File: config.mk
export PLATFORM = sky130hd
export DESIGN_NAME = str_to_num
export DESIGN_NICKNAME = d
export VERILOG_FILES = /design/src/rtl/str_to_num_pkg.sv /design/src/rtl/str_to_num_ascii_digit.sv /design/src/rtl/str_to_num.sv
export SDC_FILE = /design/constraint.sdc
export NUM_CORES = 1
export LEC_CHECK = 0
export ABC_AREA = 1
export CELL_PAD_IN_SITES_DETAIL_PLACEMENT = 0
export CELL_PAD_IN_SITES_GLOBAL_PLACEMENT = 2
export CORE_MARGIN = 2
export CORE_UTILIZATION = 30
export CTS_CLUSTER_DIAMETER = 100
export DETAILED_ROUTE_END_ITERATION = 10
export PLACE_DENSITY_LB_ADDON = 0.25
export SKIP_CTS_REPAIR_TIMING = 1
export SYNTH_ARGS = -nofsm -noshare
export SYNTH_HDL_FRONTEND = slang
export SYNTH_SLANG_ARGS = --single-unit
File: constraint.sdc
create_clock -name clk -period 3.32 [get_ports clk]
set_input_delay 0.664 -clock clk [delete_from_list [all_inputs] [get_ports clk]]
set_output_delay 0.664 -clock clk [all_outputs]
set_load 0.01 [all_outputs]
File: src/rtl/str_to_num_pkg.sv
// Shared ASCII constants and parser state encoding for str_to_num.
package str_to_num_pkg;

   localparam logic [7:0] CH_0     = 8'h30;
   localparam logic [7:0] CH_9     = 8'h39;
   localparam logic [7:0] CH_MINUS = 8'h2D;

   typedef enum logic [1:0] {
      ST_IDLE,
      ST_SIGN,
      ST_DIGITS
   } state_t;

endpackage

File: src/rtl/str_to_num_ascii_digit.sv
// Classifies one ASCII byte as digit / minus / other and extracts the digit value.
module ascii_digit
   import str_to_num_pkg::*;
(
   input  logic [7:0] chr,
   output logic       is_dig,
   output logic       is_minus,
   output logic [3:0] d
);

   assign is_dig   = (chr >= CH_0) && (chr <= CH_9);
   assign is_minus = (chr == CH_MINUS);
   assign d        = chr[3:0];

endmodule

File: src/rtl/str_to_num.sv
// Parses signed decimal integers from an ASCII byte stream into WIDTH-bit
// two's-complement words on a valid/ready output with a single output register.
module str_to_num
   import str_to_num_pkg::*;
#(
   parameter int WIDTH = 32
) (
   input  logic             clk,
   input  logic             rst,
   input  logic [7:0]       s_dtm,
   input  logic             s_vld,
   output logic             s_rdy,
   output logic [WIDTH-1:0] m_dtm,
   output logic             m_ovf,
   output logic             m_vld,
   input  logic             m_rdy
);

   state_t           state, state_nxt;
   logic [WIDTH-1:0] acc, acc_nxt;
   logic             neg, neg_nxt, ovf, ovf_nxt;
   logic             emit, take, is_dig, is_minus;
   logic [3:0]       d;
   logic [WIDTH+3:0] wide;

   ascii_digit u_dig (
      .chr      (s_dtm),
      .is_dig   (is_dig),
      .is_minus (is_minus),
      .d        (d)
   );

   // No skid buffer: input stalls whenever a result is waiting and downstream is not ready.
   assign s_rdy = ~m_vld | m_rdy;
   assign take  = s_vld & s_rdy;
   assign wide  = {4'b0, acc} * (WIDTH+4)'(10) + (WIDTH+4)'(d);

   always_ff @(posedge clk or posedge rst) begin
      if (rst) begin
         state <= ST_IDLE;
         acc   <= '0;
         neg   <= 1'b0;
         ovf   <= 1'b0;
      end else begin
         state <= state_nxt;
         acc   <= acc_nxt;
         neg   <= neg_nxt;
         ovf   <= ovf_nxt;
      end
   end

   always_comb begin
      state_nxt = state;
      acc_nxt   = acc;
      neg_nxt   = neg;
      ovf_nxt   = ovf;
      emit      = 1'b0;
      if (take) begin
         case (state)
            ST_IDLE: begin
               if (is_dig) begin
                  acc_nxt   = WIDTH'(d);
                  neg_nxt   = 1'b0;
                  ovf_nxt   = 1'b0;
                  state_nxt = ST_DIGITS;
               end else if (is_minus) begin
                  neg_nxt   = 1'b1;
                  state_nxt = ST_SIGN;
               end
            end
            ST_SIGN: begin
               if (is_dig) begin
                  acc_nxt   = WIDTH'(d);
                  ovf_nxt   = 1'b0;
                  state_nxt = ST_DIGITS;
               end else if (!is_minus) begin
                  neg_nxt   = 1'b0;
                  state_nxt = ST_IDLE;
               end
            end
            ST_DIGITS: begin
               if (is_dig) begin
                  // Any bit at or above the sign position means |value| > 2^(WIDTH-1)-1.
                  acc_nxt = wide[WIDTH-1:0];
                  ovf_nxt = ovf | (|wide[WIDTH+3:WIDTH-1]);
               end else begin
                  emit      = 1'b1;
                  acc_nxt   = '0;
                  ovf_nxt   = 1'b0;
                  neg_nxt   = is_minus;
                  state_nxt = is_minus ? ST_SIGN : ST_IDLE;
               end
            end
            default: state_nxt = ST_IDLE;
         endcase
      end
   end

   // A new emit in the same cycle as a downstream accept reloads without a bubble.
   always_ff @(posedge clk or posedge rst) begin
      if (rst) begin
         m_dtm <= '0;
         m_ovf <= 1'b0;
         m_vld <= 1'b0;
      end else if (emit) begin
         m_dtm <= neg ? -acc : acc;
         m_ovf <= ovf;
         m_vld <= 1'b1;
      end else if (m_rdy) begin
         m_vld <= 1'b0;
      end
   end

endmodule

Word level (Yosys, flattened, before mapping)
Index checks and enable logic that the tools add are counted.
W data, S select, Z words.

word-level totals
  register bits after elaboration = 70
  logic and storage cells = 60

cells by class
  add/sub/neg operators = 2
  multipliers = 1
  $lt $le $gt $ge = 2
  equal/unequal tests = 9
  mux-type cells = 25
  bitwise operators = 4
  reductions and logical operators = 10

operators with widths
  cell                     number
  $mux W32                 3
  $pmux W32 S2             1
  $add A36 B4 Y36          1
  $mul A32 B3 Y35 const B  1
  $neg A32 Y32             1
  $mux W1                  13
  $mux W2                  5
  $eq A8 B6 Y1 const B     1
  $ge A8 B6 Y1 const B     1
  $le A8 B6 Y1 const B     1
  $ne A2 B2 Y1 const B     3
  $ne A3 B3 Y1 const B     2
  $pmux W2 S3              1
  $reduce_and A6 Y1        1
  $reduce_or A5 Y1         1
  $reduce_and A4 Y1        1
  $reduce_bool A2 Y1       2
  $pmux W1 S3              1
  $reduce_and A3 Y1        1
  $reduce_bool A3 Y1       1
  $eq A2 B1 Y1 const B     1
  $eq A2 B2 Y1 const B     1
  $logic_not A2 Y1         1
  $ne A2 B1 Y1 const B     1
  6 further kinds          7

Longest topological paths before layout
Gate-level depths: netlist (run 1).

  word-level depth = 6
  mapped depth = 24
  gate-level depth less buffers = 24

Modules after synthesis
A second synthesis (run 1) with hierarchy kept.

unflattened totals
  cell total of the unflattened synthesis = 1142
  area, all modules = 7327.0 µm²

modules (own cells, without submodules)
  module       times used  cells each  area each (µm²)  sequential area each (µm²)
  str_to_num   1           1121        7230.7           1751.7
  ascii_digit  1           21          96.3             0.0

Least setup slack after synthesis (run 1)
No wires, ideal clock.

  path type = register to register
  from = reg acc[1]
  to = reg ovf
  library setup time = 121 ps
  arrival = 3068 ps
  required time = 3199 ps
  setup slack = 131 ps
  stages on the path, launching flop included = 23
  buffers on the path = 0
  cells stage by stage = dfrtp_1 > ha_1 > ha_1 > fa_1 > nand2_1 > nor2_1 > nand2_1 > nand2_1 > nand2_1 > nor2_1 > nand3_2 > nor2_4 > nand2_2 > nor2_4 > nand3_2 > nor2_4 > nand2_1 > nand2_1 > nand2_1 > nor2_1 > nand3_1 > nand2_1 > a21oi_2

between the ends
  word-level cells in the longest chain between the ends = 6

ends and longest elaborated chain
  item                    RTL line          RTL
  from (decl)             str_to_num.sv:20  logic [WIDTH-1:0] acc, acc_nxt;
  from (signal assigned)  str_to_num.sv:46  acc <= acc_nxt;
  $mul A32 B3 Y35         str_to_num.sv:36  assign wide = {4'b0, acc} * (WIDTH+4)'(10) + (WIDTH+4)'(d);
  $add A36 B4 Y36         str_to_num.sv:36
  $reduce_or A5 Y1        str_to_num.sv:85  ovf_nxt = ovf | (|wide[WIDTH+3:WIDTH-1]);
  $or A1 B1 Y1            str_to_num.sv:85
  $mux W1                 str_to_num.sv:82  if (is_dig) begin
  $pmux W1 S2             str_to_num.sv:59  case (state)
  to (signal assigned)    str_to_num.sv:48  ovf <= ovf_nxt;
  to (decl)               str_to_num.sv:21  logic neg, neg_nxt, ovf, ovf_nxt;

No other way between the ends.
A chain may end at the register's enable or synchronous reset.

Worst setup path after layout (run 1)
  from = reg acc[2]
  to = reg ovf

Same word-level chain as after synthesis.

==> results of run 1 <==
[layout by cell type (no fill, tap or decap), types with 5 or more instances in the layout]
| master | Yosys | final |
|---|---|---|
| a21oi_1 | 34 | 32 |
| buf_4 | 0 | 99 |
| clkbuf_16 | 0 | 9 |
| clkdlybuf4s50_1 | 0 | 45 |
| dfrtp_1 | 70 | 61 |
| dfrtp_2 | 0 | 9 |
| ha_1 | 68 | 53 |
| ha_2 | 0 | 5 |
| ha_4 | 0 | 10 |
| inv_1 | 167 | 165 |
| inv_2 | 11 | 13 |
| nand2_1 | 399 | 365 |
| nand2_2 | 11 | 43 |
| nand3_1 | 68 | 61 |
| nand3_2 | 4 | 6 |
| nand3_4 | 0 | 5 |
| nand3b_1 | 7 | 7 |
| nand4_1 | 11 | 11 |
| nor2_1 | 106 | 84 |
| nor2_2 | 6 | 21 |
| nor2_4 | 6 | 13 |
| nor3_1 | 8 | 8 |
| o21ai_0 | 58 | 55 |
| o22ai_1 | 12 | 12 |
| o31ai_1 | 7 | 7 |
| or2_2 | 6 | 6 |
| xor2_1 | 27 | 26 |
[per-stage QoR]
step	hold slack, ps	setup TNS [ps]	utilization [%]	setup WS [ps]	power (mW)
3_5_place_dp	468	-929	37.3	-315	3.60
4_1_cts	483	-450	38.6	-121	4.61
3_3_place_gp	466	-802	37.3	-291	3.58
6_report	475	0	40.6	121	4.69
5_1_grt	495	-185	40.6	-135	5.07
2_1_floorplan	496	0	-	131	2.58
[flip-flops by register name (all words and copies together), names as in the netlist]
register,count
m_vld,1
m_ovf,1
state,2
ovf,1
neg,1
m_dtm,32
acc,32
[worst paths after layout]
kind	slack, ps	depth (start not counted)	end
max	120	22	ovf
min	480	2	m_dtm[31]
max reg2reg	120	22	ovf
min reg2reg	480	2	m_dtm[31]
max in group asynchronous	1770	3	acc[5]
min in group asynchronous	840	2	m_dtm[27]
[synth_stat cells (all sizes together)]
library cell and count:
a32o 3, nand4 11, fa 2, o22ai 12, o31ai 7, a21oi 35
nor3 9, clkinv 4, inv 178, o41ai 1, and3 1, o211ai 4
nor2 119, a211o 1, o32ai 2, or2 7, o2111ai 1, o21bai 1
and2 1, a211oi 1, xnor2 5, nor4 2, nand3b 7, buf 2
a22oi 2, xor2 27, dfrtp 70, a31oi 4, a31o 1, a21boi 2
nand3 72, clkbuf 12, nand2 412, o21ai 59, ha 68
[worst register-to-register path, stage by stage (launching register included)]
cell and delay, ps:
dfrtp_2 460, ha_2 210, ha_4 170, fa_2 550
nand2_2 60, nor2_1 80, nand2_1 70, nand2_2 80
nand2_2 70, nor2_4 120, nand3_2 100, nor2_4 140
nand2_2 80, nor2_4 180, nand3_4 120, nor2_4 150
nand2_1 60, nand2_1 50, nand2_1 40, nor2_1 80
nand3_1 80, nand2_1 80, a21oi_2 50
[power by group]
part / leakage (nW) / internal, mW / switching, mW / total, mW
Clock: 0.152 / 0.619 / 0.374 / 0.993
Combinational: 3.91 / 1.16 / 1.27 / 2.43
Sequential: 0.897 / 1.10 / 0.162 / 1.26
Total: 4.96 / 2.88 / 1.80 / 4.69
[logic make-up after synthesis]
| family | synth area share, % |
|---|---|
| adders and majority gates | 12.4 |
| xor gates and xnor gates | 3.90 |
| buffers and inverters | 10.3 |
| AOI/OAI and AO/OA | 11.0 |
| DFF | 24.4 |
| and+or+nand+nor | 38.1 |
[metal layers]
layer | GRT usage, % | vias to the layer above
met5 | 0 | -
met4 | 3.50 | 0
met3 | 1.96 | 8
met2 | 29.8 | 100
met1 | 27.2 | 3294
li1 | - | 3934
[cell type report]
type,count,area (sq um),share of cell area [%]
inverter,182,683,7.16
sequential,70,1760,18.5
tap,319,399,4.19
clock buffer,12,256,2.69
clock inverter,4,45.0,0.472
timing repair buffer,149,1270,13.3
multi-input combinational,879,5120,53.7
==> flow_metrics.py, run 1 <==
metrics = {
    "outcome": {
        "outcome": "finished clean",
    },
    "global_route": {
        "grtUsageTotal_pct": 18.6,
        "antenna_found_initial": 0,
        "grt_pass1_wl_um": 37500,
        "grt_pass1_vias": 7172,
        "grt_start_max_net_pins": 61,
        "overflow": 0,
    },
    "detailed_routing": {
        "wl_per_cell_um": 14.4,
        "wl_met1_um": 12200,
        "top_layer_used": "met4",
        "firstDrtPassIters": 4,
        "num_vias": 7336,
        "drt.antenna.violating_nets": 0,
        "viasPerCell": 4.54,
        "drt-total-wl_um": 23200,
        "drc_errors": 0,
        "route.met2.wl_um": 10100,
        "route.met3.wl_um": 785,
        "drtIter0Drc": 333,
    },
    "cells_and_area": {
        "area.growth.synth_to_final_pct": 32.8,
        "n_antenna_cell": 0,
        "post-route-cell-area_sq_um": 9540,
        "layout.nets": 1373,
        "stdcell_count": 1615,
        "layout-drive-gt1-share_pct": 20.4,
        "fillers": 2577,
    },
    "critical_path": {
        "crit_path_max_fanout": 4,
        "critical_path_arrival_ps": 3420,
        "cp_data_required_time_ps": 3540,
        "crit_path_end_kind": "register",
        "critPathKind": "reg2reg",
        "critPathLaunch": "acc[2]",
        "crit_family": "simple AND/OR/NAND/NOR gates",
        "crit_chain": "ha_2, ha_4, fa_2, nand2_2, nor2_1, nand2_1, nand2_2, nand2_2, nor2_4, nand3_2, nor2_4, nand2_2, nor2_4, nand3_4, nor2_4, nand2_1, nand2_1, nand2_1, nor2_1, nand3_1, nand2_1, a21oi_2",
        "worst-path-buf-inv": 0,
        "critPathMaxStageDelay_ps": 550,
        "cpMaxStageDelayCell": "fa_2",
        "r2r-start": "acc[2]",
        "startpoint_type": "register",
        "crit_top_cell": "nand2_1",
    },
    "placed_design": {
        "portBuffers": 46,
        "routabilityCongestion": 0.844,
        "hpwl_um": 19500,
        "dp_cells": 1595,
        "placed_area_sq_um": 8760,
    },
    "synth": {
        "synth.distinct_cells": 48,
        "syn_area_sq_um": 7180,
        "synthCells": 1145,
        "synth_area_leader_cell": "dfrtp_1",
        "yosysWarnings": 0,
        "ys_top_cells_by_area": "dfrtp_1, nand2_1, ha_1",
        "yosysTopAreaCellShare_pct": 24.4,
        "synth-seq-cells": 70,
        "seq_area_frac_synth_pct": 24.4,
        "syn_area_per_cell_sq_um": 6.27,
        "syn_nets": 1227,
    },
    "die": {
        "io_pins": 47,
        "start_util_pct": 30.6,
        "core_area_sq_um": 23500,
        "dieArea_sq_um": 25200,
        "die_w_um": 159,
        "die_h_um": 159,
        "num_rows": 56,
    },
    "sta": {
        "rsz0062_at_grt": "true",
        "worstMarginPinSlew_ps": 906,
        "period_share_pct": 96.4,
        "setup_viol": 0,
        "fmax_mhz": 313,
        "period_minus_slack_ps": 3200,
        "finalHoldViolCount": 0,
        "maxSlewHeadroom_pct": 39.5,
        "finClkSkew_ps": 12.5,
        "finalMaxSlewViolations": 0,
    },
    "clock_network": {
        "cts_tree": "built",
        "clk_pin_slew_worst_paths_ps": 60,
        "cts_buffers": 9,
        "clock-sinks": 70,
        "htree_levels": 3,
        "cts_root_buffer": "clkbuf_16",
        "clk_latency_ps": 340,
        "clockBufferDepth": 2,
    },
    "pwr": {
        "power_density_nw_per_um2": 491,
        "p_leak_nw": 4.96,
        "irDropWorstVdd_mv": 0.274,
    },
    "flow_run": {
        "drv_cap": 0,
    },
    "worst_hold_path": {
        "min_from": "m_dtm[31]",
        "hold_class": "reg2reg",
    },
}
Note: power is estimated with default switching activity, not from simulation.
==> run 2, diff against run 1 <==
--- a/config.mk
+++ b/config.mk
@@ -10,10 +10,11 @@
 export CELL_PAD_IN_SITES_GLOBAL_PLACEMENT = 2
 export CORE_MARGIN = 2
 export CORE_UTILIZATION = 30
-export CTS_CLUSTER_DIAMETER = 100
+export CTS_CLUSTER_DIAMETER = 50
 export DETAILED_ROUTE_END_ITERATION = 10
 export PLACE_DENSITY_LB_ADDON = 0.25
 export SKIP_CTS_REPAIR_TIMING = 1
+export SLEW_MARGIN = 20
 export SYNTH_ARGS = -nofsm -noshare
 export SYNTH_HDL_FRONTEND = slang
 export SYNTH_SLANG_ARGS = --single-unit
==> results of run 2 <==
No change in the layout: final DEF, timing and power equal those of run 1.
==> run 3, diff against run 2 <==
--- a/config.mk
+++ b/config.mk
@@ -9,9 +9,10 @@
 export CELL_PAD_IN_SITES_DETAIL_PLACEMENT = 0
 export CELL_PAD_IN_SITES_GLOBAL_PLACEMENT = 2
 export CORE_MARGIN = 2
-export CORE_UTILIZATION = 30
+export CORE_UTILIZATION = 36
 export CTS_CLUSTER_DIAMETER = 50
 export DETAILED_ROUTE_END_ITERATION = 10
+export MAX_ROUTING_LAYER = met4
 export PLACE_DENSITY_LB_ADDON = 0.25
 export SKIP_CTS_REPAIR_TIMING = 1
 export SLEW_MARGIN = 20
==> constraint.sdc (replaced) <==
create_clock -name clk -period 3.8 [get_ports clk]
set_input_delay 0.76 -clock clk [delete_from_list [all_inputs] [get_ports clk]]
set_output_delay 0.76 -clock clk [all_outputs]
set_load 0.01 [all_outputs]
==> run 3 against run 2 <==
  * Combinational power decreased by 22%
  * Final area is 11% lower
  * Cell count decreased by 8.6%
  * First-iteration DRC count fell by 0.60%
  * Critical path type unchanged
  * Core utilization is 2.7 points higher
  * Critical endpoint unchanged
  * Flip-flop and latch count stayed put
  * Worst hold slack better by 2.5 ps
  * Fmax decreased by 8.9%
  * Clock skew down 4.3 ps
==> flow_metrics.py, run 3 (synthesis results as in run 1) <==
metrics = {
    "outcome": {
        "outcome": "finished clean",
    },
    "worst_hold_path": {
        "hold_end": "m_dtm[28]",
        "hold_path_depth": 2,
        "hold_class": "reg2reg",
        "min_from": "m_dtm[28]",
    },
    "die": {
        "io_pins": 47,
        "die_h_um": 145,
        "dieArea_sq_um": 21100,
        "core_area_sq_um": 19500,
        "die_w_um": 145,
        "start_util_pct": 36.8,
        "num_rows": 51,
    },
    "sta": {
        "worstMarginPinSlew_ps": 613,
        "finalHoldViolCount": 0,
        "setup_viol": 0,
        "finalMaxSlewViolations": 0,
        "fmax_mhz": 285,
        "maxSlewHeadroom_pct": 58.7,
        "finClkSkew_ps": 8.17,
        "period_minus_slack_ps": 3510,
        "setup_tns_ps": 0,
        "period_share_pct": 92.4,
        "rsz0062_at_grt": "false",
    },
    "detailed_routing": {
        "wl_per_cell_um": 14.8,
        "num_vias": 7091,
        "wl_met1_um": 11600,
        "top_layer_used": "met4",
        "drtIter0Drc": 331,
        "route.met2.wl_um": 9210,
        "drt.antenna.violating_nets": 0,
        "firstDrtPassIters": 7,
        "drc_errors": 0,
        "drt-total-wl_um": 21900,
        "route.met3.wl_um": 645,
        "viasPerCell": 4.80,
    },
    "critical_path": {
        "reg2reg_slack_ps": 290,
        "r2r-start": "acc[1]",
        "reg2reg_to": "ovf",
        "startpoint_type": "register",
        "critPathKind": "reg2reg",
        "critical_path_arrival_ps": 3730,
        "critPathLaunch": "acc[1]",
        "crit_path_max_fanout": 5,
        "cp_data_required_time_ps": 4020,
        "rr_worst_depth": 22,
        "crit_path_end_kind": "register",
    },
    "cells_and_area": {
        "layout.nets": 1288,
        "n_antenna_cell": 0,
        "final_common_cell": "nand2_1",
        "fillers": 2163,
        "top_regs": "acc: 32 flops, m_dtm: 32 flops, state: 2 flops",
        "layout_common_cells": "nand2_1, inv_1, nor2_1, nand3_1, dfrtp_1",
        "post-route-cell-area_sq_um": 8470,
        "layout-drive-gt1-share_pct": 8.42,
        "area.growth.synth_to_final_pct": 17.9,
    },
    "global_route": {
        "overflow": 0,
        "antenna_found_initial": 0,
        "grt_pass1_wl_um": 36400,
        "grt_pass1_vias": 6913,
        "grt_start_max_net_pins": 40,
        "grtUsageTotal_pct": 22.0,
    },
    "placed_design": {
        "placed_area_sq_um": 8060,
        "hpwl_um": 18200,
        "portBuffers": 46,
        "routabilityCongestion": 0.877,
    },
    "pwr": {
        "power_density_nw_per_um2": 461,
        "irDropWorstVdd_mv": 0.207,
        "p_leak_nw": 4.51,
    },
    "clock_network": {
        "clk_latency_ps": 330,
        "cts_root_buffer": "clkbuf_16",
        "clock-sinks": 70,
        "clockBufferDepth": 2,
        "htree_levels": 3,
        "cts_buffers": 9,
        "clk_pin_slew_worst_paths_ps": 60,
        "cts_tree": "built",
    },
    "flow_run": {
        "drv_cap": 0,
    },
}
run 3: cell types whose count changed in the layout (fill, tap and decap cells not counted), moves of 4 or more:
cell | previous run | this run
nand2_1 | 365 | 398
ha_4 | 10 | 3
ha_2 | 5 | 1
nor2_4 | 13 | 6
dfrtp_2 | 9 | 3
dfrtp_1 | 61 | 67
nor2_1 | 84 | 102
nor2_2 | 21 | 10
ha_1 | 53 | 64
nand3_4 | 5 | 1
nand2_2 | 43 | 12
nand3_1 | 61 | 68
buf_4 | 99 | 17
run 3: power by group:
part           internal, mW  total (mW)  switching [mW]
registers             0.963        1.11           0.150
logic                 0.860        1.90            1.04
clock network         0.578       0.893           0.316
total                  2.40        3.90            1.50
run 3: routing by layer:
| metal | up-vias | global-route usage [%] |
|---|---|---|
| li1 | 3770 | - |
| met2 | 122 | 33.3 |
| met5 | - | - |
| met4 | 0 | 5.74 |
| met1 | 3178 | 31.9 |
| met3 | 21 | 1.79 |
run 3: metrics by stage:
stage / std cells / hold WS (ps) / setup slack (ps) / total power, mW / util [%]
2_1_floorplan: 1145 / 496 / 611 / 2.25 / -
3_3_place_gp: 1458 / 463 / 40.3 / 2.96 / 41.3
3_5_place_dp: 1458 / 467 / 64.1 / 2.97 / 41.3
4_1_cts: 1474 / 482 / 113 / 3.87 / 42.9
5_1_grt: 1476 / 497 / 9.09 / 4.24 / 43.4
6_report: 1476 / 478 / 288 / 3.90 / 43.4
run 3: worst max path at each step:
stage / end / slack [ps]
after global placement: acc[29] / 40
after detailed placement: acc[29] / 60
after global routing: ovf / 9
after CTS: ovf / 110
final: ovf / 290
after floorplan: ovf / 610
run 3: final cells by class:
cell class | count | area [sq um] | share of cell area [%]
clock buffer | 13 | 280 | 3.31
clock inverter | 3 | 40.0 | 0.473
inverter | 182 | 683 | 8.07
multi-input combinational | 879 | 4770 | 56.3
sequential | 70 | 1760 | 20.7
tap | 265 | 332 | 3.92
timing repair buffer | 64 | 608 | 7.18
run 3: worst max-delay path: stages (launching register included):
cell and delay, ps:
dfrtp_2 460, ha_4 260, ha_4 180, fa_2 570, nand2_1 90, nor2_1 90
nand2_1 60, nand2_1 110, nand2_1 110, nor2_2 120, nand3_2 120, nor2_4 170
nand2_2 80, nor2_4 190, nand3_4 120, nor2_4 170, nand2_1 60, nand2_1 60
nand2_1 50, nor2_1 90, nand3_1 80, nand2_1 80, a21oi_2 50
